<file path="config.mk">
export PLATFORM = sky130hd
export DESIGN_NAME = uart_tx
export DESIGN_NICKNAME = d
export VERILOG_FILES = /design/src/rtl/uart_tx.sv
export SDC_FILE = /design/constraint.sdc
export NUM_CORES = 1
export LEC_CHECK = 0
export BUFFER_PORTS_ARGS = -buffer_cell sky130_fd_sc_hd__clkbuf_2
export CAP_MARGIN = 20
export CORE_ASPECT_RATIO = 0.9
export CORE_MARGIN = 10
export CORE_UTILIZATION = 25
export DETAILED_ROUTE_END_ITERATION = 12
export PLACE_DENSITY = 0.42
export RECOVER_POWER = 25
export SLEW_MARGIN = 0
export SYNTH_ARGS = -nofsm -noshare
export SYNTH_HDL_FRONTEND = slang
export SYNTH_SLANG_ARGS = --single-unit
</file>
<file path="constraint.sdc">
create_clock -name clk -period 1.8 [get_ports clk]
set_input_delay 0.09 -clock clk [delete_from_list [all_inputs] [get_ports clk]]
set_output_delay 0.09 -clock clk [all_outputs]
set_load 0.02 [all_outputs]
</file>
<file path="src/rtl/uart_tx.sv">
// uart_tx: byte-wide UART transmitter with a small write FIFO, 8N1 framing.
// Define CPU6_UART_TX_PARITY_EN to insert an even-parity bit (8E1 framing).
module uart_tx #(
   parameter int CLK_DIV    = 434,
   parameter int FIFO_DEPTH = 4
) (
   input  logic       clk,
   input  logic       reset,
   input  logic [7:0] tx_data,
   input  logic       tx_wr,
   input  logic       tx_ovr_clr,
   output logic       txd,
   output logic       tx_full,
   output logic       tx_empty,
   output logic       tx_busy,
   output logic       tx_ovr
);

   localparam int PW = $clog2(FIFO_DEPTH);
   localparam int CW = PW + 1;
   localparam int BW = $clog2(CLK_DIV);
   localparam logic [CW-1:0] COUNT_FULL = CW'(FIFO_DEPTH);
   localparam logic [BW-1:0] BAUD_LAST  = BW'(CLK_DIV - 1);

   typedef enum logic [2:0] {
      S_IDLE,
      S_START,
      S_DATA,
`ifdef CPU6_UART_TX_PARITY_EN
      S_PARITY,
`endif
      S_STOP
   } state_t;

   logic [7:0]    r_mem [FIFO_DEPTH];
   logic [PW-1:0] r_wptr;
   logic [PW-1:0] r_rptr;
   logic [CW-1:0] r_count;

   state_t        r_state;
   logic [BW-1:0] r_baud;
   logic [2:0]    r_bit_idx;
   logic [7:0]    r_shift;
`ifdef CPU6_UART_TX_PARITY_EN
   logic          r_parity;
`endif

   logic          w_push;
   logic          w_pop;
   logic          w_baud_last;
   logic          w_idle_next;
   logic [CW-1:0] w_count_next;

   // A full FIFO refuses the write even if the FSM pops on the same edge.
   always_comb begin
      // NOTE: every signal gets a default first so no path leaves it unassigned
      // (which would infer a latch).
      w_count_next = r_count;
      w_baud_last  = (r_baud == BAUD_LAST);
      w_push       = tx_wr && !tx_full;
      w_pop        = !tx_empty &&
                     ((r_state == S_IDLE) || ((r_state == S_STOP) && w_baud_last));
      w_idle_next  = !w_pop &&
                     ((r_state == S_IDLE) || ((r_state == S_STOP) && w_baud_last));
      if (w_push && !w_pop) begin
         w_count_next = r_count + CW'(1);
      end else if (w_pop && !w_push) begin
         w_count_next = r_count - CW'(1);
      end
   end

   // NOTE: the storage array has no reset; the pointers and count alone decide
   // which entries are valid, so clearing the data would buy nothing.
   always_ff @(posedge clk) begin
      if (w_push) begin
         r_mem[r_wptr] <= tx_data;
      end
   end

   // NOTE: all clocked state uses non-blocking assignments so every register
   // samples pre-edge values regardless of statement order.
   always_ff @(posedge clk) begin
      if (reset) begin
         r_wptr   <= '0;
         r_rptr   <= '0;
         r_count  <= '0;
         tx_full  <= 1'b0;
         tx_empty <= 1'b1;
         tx_busy  <= 1'b0;
         tx_ovr   <= 1'b0;
      end else begin
         if (w_push) begin
            r_wptr <= r_wptr + PW'(1);
         end
         if (w_pop) begin
            r_rptr <= r_rptr + PW'(1);
         end
         r_count  <= w_count_next;
         tx_full  <= (w_count_next == COUNT_FULL);
         tx_empty <= (w_count_next == '0);
         tx_busy  <= !w_idle_next || (w_count_next != '0);
         if (tx_wr && tx_full) begin
            tx_ovr <= 1'b1;
         end else if (tx_ovr_clr) begin
            tx_ovr <= 1'b0;
         end
      end
   end

   always_ff @(posedge clk) begin
      if (reset) begin
         r_state   <= S_IDLE;
         r_baud    <= '0;
         r_bit_idx <= '0;
         r_shift   <= '0;
`ifdef CPU6_UART_TX_PARITY_EN
         r_parity  <= 1'b0;
`endif
         txd       <= 1'b1;
      end else if (w_pop) begin
         // Pop from IDLE or at the end of STOP: both start a new frame at once.
         r_state <= S_START;
         r_baud  <= '0;
         r_shift <= r_mem[r_rptr];
`ifdef CPU6_UART_TX_PARITY_EN
         r_parity <= ^r_mem[r_rptr];
`endif
         txd     <= 1'b0;
      end else begin
         r_baud <= w_baud_last ? '0 : r_baud + BW'(1);
         case (r_state)
            S_IDLE: begin
               r_baud <= '0;
               txd    <= 1'b1;
            end
            S_START: begin
               if (w_baud_last) begin
                  r_state   <= S_DATA;
                  r_bit_idx <= '0;
                  txd       <= r_shift[0];
               end
            end
            S_DATA: begin
               if (w_baud_last) begin
                  if (r_bit_idx == 3'd7) begin
`ifdef CPU6_UART_TX_PARITY_EN
                     r_state <= S_PARITY;
                     txd     <= r_parity;
`else
                     r_state <= S_STOP;
                     txd     <= 1'b1;
`endif
                  end else begin
                     r_bit_idx <= r_bit_idx + 3'd1;
                     r_shift   <= r_shift >> 1;
                     txd       <= r_shift[1];
                  end
               end
            end
`ifdef CPU6_UART_TX_PARITY_EN
            S_PARITY: begin
               if (w_baud_last) begin
                  r_state <= S_STOP;
                  txd     <= 1'b1;
               end
            end
`endif
            S_STOP: begin
               if (w_baud_last) begin
                  r_state <= S_IDLE;
                  txd     <= 1'b1;
               end
            end
            default: begin
               r_state <= S_IDLE;
               txd     <= 1'b1;
            end
         endcase
      end
   end

endmodule

</file>
==> results.md, run 1 <==
* Status: finished, final reports clean
* Critical Path AT at 2.00 ns
* Pins over their slew limit at 0
* First drt pass iteration count at 4
* I/O pin total at 17
* RSZ-0062 raised after global routing: true
* Post-synthesis sequential area ratio at 55.49%
* Detailed Route WL at approximately 6.2 mm
* Hold Path Class: input pin to flop
* Initial antenna violation count at 0
* Worst slew pin tran at roughly 0.46 ns
* Port Buf Inserts at 16
* Layout area overhead at 33.07%
* Number of H-tree levels at 3
* Max Cap Violations at 0
* Worst Setup End Kind: flop
* Most frequent cells in the layout: nor2_1 (32), dfxtp_1 (32), edfxtp_1 (32)
* Clock Latency Late Sink at around 0.33 ns
* Area after DPL at 3497 um^2
* Chip Width at 136.1 um
* Layout cell share with drive strength beyond 1 at approximately 32%
* Avg Inst Size Synth at 12.03 um^2
* WP data required at 2.06 ns
* Clock buffer depth at 2
* R2R Path Start: r_baud[1]$_SDFF_PP0_
* Die area at 16930 um^2
* Worst reg2reg path depth at 8
* Num CTS Buffers at 9
* P_leak at approximately 1.4 nW
* Finished Cell Area at 4033 um^2
* Largest net degree at the start of global routing at 17
* Global-route wire length before repair at 10.16 mm
* Die Y at 124.5 um
* Final Skew at 0.006029 ns
* CP Launch Type: flop
* CTS clk-pin slew, worst paths at 0.06 ns
* Fmax at 574.4 MHz
* Rel. slew slack at 69.30%
* Setup ws final at ~0.059 ns
* Hold Fails Final Rpt at 0
* Ys async rst share at 0%
* Max FO, Critical Path at 5
* Sw power at 1.742 mW
* Sw frac at 30.94%
* Setup TNS at 0 ns
* Synth warn at 0
* Vias in the first global route at 2011
* Nets at 336
* DP Worst Slack at -0.1018 ns
* Worst VDD drop at ~0.56 mV
* CORE AREA at 11980 um^2
* FF/Latch Area at 1687 um^2
* Int Power at 3.887 mW
* Routed len/inst at 12.95 um
* Mapped Cells at 252
* Multi-input logic area at 1374 um^2
* Cell area after synthesis at approximately 3000 um^2
* Seq pwr share at approximately 37%
* Fin crit period at about 1.7 ns
* Cell count of the worst hold path at 3
* R2R Setup Slk at 0.06 ns
* Gpl congestion at approximately 0.72
* # DRC at 0
* Number of routed nets with antenna violations at 0
* Worst hold start: tx_ovr_clr
* Post-synthesis register bit count at 68
* Via count at a little over 2000
* WS Path Type: flop to flop
* DP HPWL at between 4 and 5 mm
* Combinational group share of total power at 32.4%
* Fillcell total at 1227
* Routed vias/inst at 4.274
* Post-synth EDFFs at 32
* Synth cell types at 46
* N_diodes at 0
* Ys flop type: dfxtp_1
* Post-Syn Nets at 278
* Crit path launch: r_baud[1]$_SDFF_PP0_
* # rows at 38
* CTS tree: built
* Clock sink total at 68
* Clk root buf: clkbuf_16
* Grt total ovfl at 0
* FF-to-FF End: r_bit_idx[0]$_SDFFE_PP0P_
* Worst Hold End: tx_ovr$_SDFFE_PP0P_
* Clk pwr share at 31.0%
* Gr usage total at under 10%
* Cell total after placement at between 400 and 500
* Power per Cell Area at 1396 nW/um^2
* Final setup violation count at 0
* Initial Utilization at about a quarter
* Final Cycle Share at 96.72%
* First DRT Iteration DRCs at 47
* Final non-filler cell total at 475
==> cell usage after synthesis (all sizes together), types with 4 or more instances <==
cell type / instances / area, um^2
mux4: 8 / 180.2
xnor2: 10 / 87.58
o21ai: 4 / 20.02
buf: 5 / 27.52
a211oi: 10 / 80.07
nor2: 34 / 127.6
and2: 4 / 25.02
clkbuf: 6 / 22.52
nand2: 17 / 63.81
dfxtp: 36 / 720.7
nor3: 4 / 20.02
a21oi: 8 / 43.79
edfxtp: 32 / 960.9
inv: 10 / 37.54
mux2i: 9 / 90.09
ha: 14 / 175.2
==> power groups by stage <==
stage | sequential (mW) | clock, mW | combinational, mW
5_1_grt | 2.09 | 1.87 | 2.03
3_3_place_gp | 2.07 | 0 | 1.56
2_1_floorplan | 2.07 | 0 | 1.04
6_report | 2.06 | 1.75 | 1.83
4_1_cts | 2.04 | 1.81 | 1.64
3_5_place_dp | 2.07 | 0 | 1.55
==> worst max path at each step <==
stage	end	slack (ns)	cells past startpoint
5_1_grt	r_state[1]$_SDFFE_PP0P_	-0.03	9
3_5_place_dp	tx_full$_SDFF_PP0_	-0.10	8
3_3_place_gp	tx_full$_SDFF_PP0_	-0.03	8
2_1_floorplan	r_bit_idx[0]$_SDFFE_PP0P_	0.01	7
4_1_cts	r_shift[0]$_SDFFE_PP0P_	0.01	8
6_report	r_bit_idx[0]$_SDFFE_PP0P_	0.06	8
==> metrics by stage <==
stage | power (mW) | hold slack, ns | utilization [%]
floorplan | 3.116 | 0.1889 | -
global placement | 3.632 | 0.3156 | 29.19
detailed placement | 3.623 | 0.3115 | 29.19
CTS | 5.492 | 0.003794 | 32.79
global route | 6.003 | 0.02518 | 33.66
finish | 5.629 | 0.01512 | 33.66
==> kinds of logic after synthesis <==
kind of cell	synth area share (%)
muxes	8.918
AOI/OAI and AO/OA	9.455
adders and majority gates	5.780
xor gates and xnor gates	3.757
DFF	55.49
buffers and inverters	2.890
and+or+nand+nor	13.71
==> state kept, by name, summed over array words and instances (netlist names), named ones only <==
signal     flops
tx_busy        1
r_mem         32
txd            1
tx_full        1
r_bit_idx      3
r_wptr         2
r_count        3
r_rptr         2
tx_empty       1
r_baud         9
r_state        2
tx_ovr         1
r_shift        8
==> per-layer routing <==
layer / track usage [%] / routed length, um
met5: 0 / 0
met3: 2.782 / 240
met2: 11.20 / 2849
met4: 2.630 / 89
met1: 9.760 / 2971
==> cell type report <==
type	count	area share, %
well taps	160	4.964
repair buffers	58	10.77
multi-input cells	163	34.07
flip-flops and latches	68	41.82
inverters	10	0.9308
clock inverters	7	1.862
clock buffers	9	5.585
==> what timing repair did <==
| item | CTS | global route |
|---|---|---|
| hold buffers | 8 | 0 |
| resized for setup | 7 | 24 |
| setup endpoints to repair | 16 | 21 |
| pin swaps | 5 | 7 |
| endpoints found under the hold margin | 32 | 0 |
| setup buffers | 3 | 3 |
==> critical path, stage by stage, from the launching register on <==
cell and delay, ns:
dfxtp_2 0.33, inv_2 0.04, ha_4 0.14, and4b_4 0.19, a41oi_4 0.23, buf_6 0.15, o211ai_4 0.09, or3b_4 0.39
a21oi_2 0.11
Note: power is estimated with default switching activity, not from simulation.
==> inputs of run 2 (changes only) <==
--- a/config.mk
+++ b/config.mk
@@ -5,8 +5,8 @@
 export SDC_FILE = /design/constraint.sdc
 export NUM_CORES = 1
 export LEC_CHECK = 0
+export ABC_AREA = 1
 export BUFFER_PORTS_ARGS = -buffer_cell sky130_fd_sc_hd__clkbuf_2
-export CAP_MARGIN = 20
 export CORE_ASPECT_RATIO = 0.9
 export CORE_MARGIN = 10
 export CORE_UTILIZATION = 25
==> run 2 against run 1 <==
Hold slack got worse by 0.010 ns. Area after synthesis shrank 3.0%. Synthesized cell count increased by 22%. Largest cell class unchanged. Largest power group unchanged.
==> results.md, run 2 <==
* Nets at 385 (+15%)
* Final setup violation count at 0 (unchanged)
* First DRT Iteration DRCs at 98 (+110%)
* Ys flop type: dfxtp_1
* Commonest non-fill, non-tap cell in the layout: nand2_1
* Most frequent cell after synthesis: nand2_1
* Synth warn at 0 (unchanged)
* Status: finished, final reports clean
* Post-synthesis register bit count at 68 (unchanged)
* Grt total ovfl at 0 (unchanged)
* WP data required at 2.01 ns (-0.05 ns)
* Worst Setup End Kind: flop
* Hold Fails Final Rpt at 0 (unchanged)
* Multi-input logic area at 1144 um^2 (-17%)
* Avg Inst Size Synth at 9.578 um^2 (-20%)
* Biggest regs: r_mem x32, r_baud x9, r_shift x8
* Cell taking the most area after synthesis: edfxtp_1
* Chip Width at 134.3 um (-1.3%)
* Fmax at 601.9 MHz (+4.8%)
* Worst slew pin tran at 0.3207 ns (-0.1397 ns)
* Area after DPL at 3329 um^2 (-4.8%)
* Area share of the largest cell type after synthesis at 32.68% (+0.97 points)
* Layout cell share with drive strength beyond 1 at 21.70% (-10 points)
* Cell area after synthesis at 2940 um^2 (-3.0%)
* Rel. slew slack at 78.59% (+9.3 points)
* Final non-filler cell total at 520 (+9.5%)
* Clock Latency Late Sink at 0.33 ns (about the same)
* Detailed Route WL at 6.249 mm (+1.6%)
* Setup TNS at 0 ns (unchanged)
* Port Buf Inserts at 16 (unchanged)
* Synth cell types at 32 (-30%)
* Initial antenna violation count at 0 (unchanged)
* # rows at 37 (-2.6%)
* Max FO, Critical Path at 10 (+5)
* Num CTS Buffers at 9 (unchanged)
* Die area at 16510 um^2 (-2.5%)
* Pins over their slew limit at 0 (unchanged)
* CP Launch Type: flop
* P_leak at 1.484 nW (+5.6%)
* Gpl congestion at 0.7582 (+5.6%)
* Largest register by flop count: r_mem
* Post-Syn Nets at 333 (+20%)
* Via count at 2168 (+6.8%)
* Worst VDD drop at 0.6891 mV (+22%)
* Clock sink total at 68 (unchanged)
* Final Skew at 0.008402 ns (+0.002373 ns)
* Post-synthesis sequential area ratio at 57.19% (+1.7 points)
* # DRC at 0 (unchanged)
* First drt pass iteration count at 6 (+2)
* Die Y at 122.9 um (-1.3%)
* DP HPWL at 4.422 mm (+8.9%)
* CORE AREA at 11480 um^2 (-4.2%)
* Number of routed nets with antenna violations at 0 (unchanged)
* Finished Cell Area at 3762 um^2 (-6.7%)
* Final Cycle Share at 92.30% (-4.4 points)
* Mapped Cells at 307 (+22%)
* N_diodes at 0 (unchanged)
* Cell total after placement at 492 (+11%)
* Min Hold Slack at 0.004710 ns (-0.01041 ns)
* Max Cap Violations at 0 (unchanged)
* Commonest cells in the synthesized netlist: nand2_1 (48), nor2_1 (41), dfxtp_1 (36)
* Clock buffer depth at 2 (unchanged)
* Power per Cell Area at 1410 nW/um^2 (+1.0%)
* Max FFs per register at 32 (unchanged)
* Vias in the first global route at 2093 (+4.1%)
* Fillcell total at 1216 (-0.90%)
* Routed vias/inst at 4.169 (-2.4%)
* Layout area overhead at 27.96%
* Fin crit period at 1.661 ns (-0.07954 ns)
* Number of H-tree levels at 3 (unchanged)
* Post-synth EDFFs at 32 (unchanged)
* FF/Latch Area at 1684 um^2 (-0.15%)
* Ys async rst share at 0% (unchanged)
* Initial Utilization at 25.61% (+0.32 points)
* CTS clk-pin slew, worst paths at 0.06 ns (about the same)
* Global-route wire length before repair at 10.25 mm (+0.82%)
* Clk root buf: clkbuf_16
* Routed len/inst at 12.02 um (-7.2%)
* CTS tree: built
* Synth area leaders: edfxtp_1 (33%), dfxtp_1 (25%), nand2_1 (6.1%)
* WS Path Type: flop to flop
* Largest net degree at the start of global routing at 17 (unchanged)
* RSZ-0062 raised after global routing: false
* Most frequent cells in the layout: nand2_1 (43), nor2_1 (40), dfxtp_1 (34)
* Critical Path AT at 1.88 ns (-0.12 ns)
* Gr usage total at 7.933% (+0.40 points)
* Hold Path Class: input pin to flop
* I/O pin total at 17 (unchanged)
* Total chip power at 5.305 mW (-5.8%)
==> run 2: cell count changes in the layout (fill, tap and decap cells not counted), moves of 6 or more <==
cell      before  now
nand2_1       17   43
inv_1          7   28
o21ai_0        4   22
nand3_1        3   15
nand2_2        0    9
mux4_2         8    0
nor2_1        32   40
o22ai_1        0    8
xnor2_1        9    1
mux2i_1        7    0
a211oi_1       7    1
==> run 2: cell families after synthesis <==
logic type                 Yosys count  synth area share [%]
buffers and inverters               40                 5.362
and+or+nand+nor                    124                 18.89
DFF                                 68                 57.19
adders and majority gates           14                 5.958
AOI/OAI and AO/OA                   54                 10.51
xor gates and xnor gates             7                 2.085
==> run 2: per-layer routing <==
layer	part of all wire, %	global-route usage, %	up-vias
li1	-	-	1135
met1	53	10.46	997
met2	43	11.64	27
met3	2.3	1.593	9
met4	2.0	5.095	0
met5	0	0	-
==> run 2: path summary, 6_finish.rpt <==
check	from	end	slack [ns]	cells after the start
worst min register to register	r_shift[7]$_SDFFE_PP0P_	r_shift[7]$_SDFFE_PP0P_	0.46	2
worst max register to register	tx_full$_SDFF_PP0_	tx_busy$_SDFF_PP0_	0.14	10
worst min-delay path	tx_wr	tx_ovr$_SDFFE_PP0P_	0.005	3
worst max-delay path	tx_full$_SDFF_PP0_	tx_busy$_SDFF_PP0_	0.14	10
==> run 2: timing repair <==
item | CTS | global route
gates resized for setup | 1 | 16
endpoints found under the hold margin | 24 | 0
setup buffers | 0 | 6
hold buffers | 6 | 0
setup endpoints to repair | 1 | 16
pin swaps | 0 | 7
==> run 2: cell type report <==
cell class / instances / share of cell area (%)
sequential: 68 / 44.76
clock buffer: 11 / 6.186
inverter: 34 / 3.558
tap: 156 / 5.188
timing repair buffer: 47 / 8.480
clock inverter: 5 / 1.430
multi-input combinational: 199 / 30.40
==> run 2: critical path, cell delays in order (launching register included) <==
cell        delay (ns)
dfxtp_1           0.33
nor2_2            0.27
clkinvlp_4        0.27
nand4_2           0.22
nand2_1           0.09
nand2_2           0.06
nand2_1           0.06
inv_2             0.07
nand2_4           0.06
nand2_2           0.06
nand3_2           0.05
==> run 2: power by group <==
group | internal (mW) | leakage [nW] | switching, mW | total (mW)
clock network | 1.07 | 0.133 | 0.642 | 1.71
logic | 0.625 | 0.762 | 0.957 | 1.58
registers | 1.87 | 0.589 | 0.144 | 2.02
==> run 2: metrics by stage <==
step / util [%] / setup slack (ns)
after floorplan: - / 0.2003
after global placement: 29.00 / 0.08412
after detailed placement: 29.00 / 0.002966
after CTS: 32.04 / 0.01831
after global routing: 32.77 / 0.006203
final: 32.77 / 0.1386
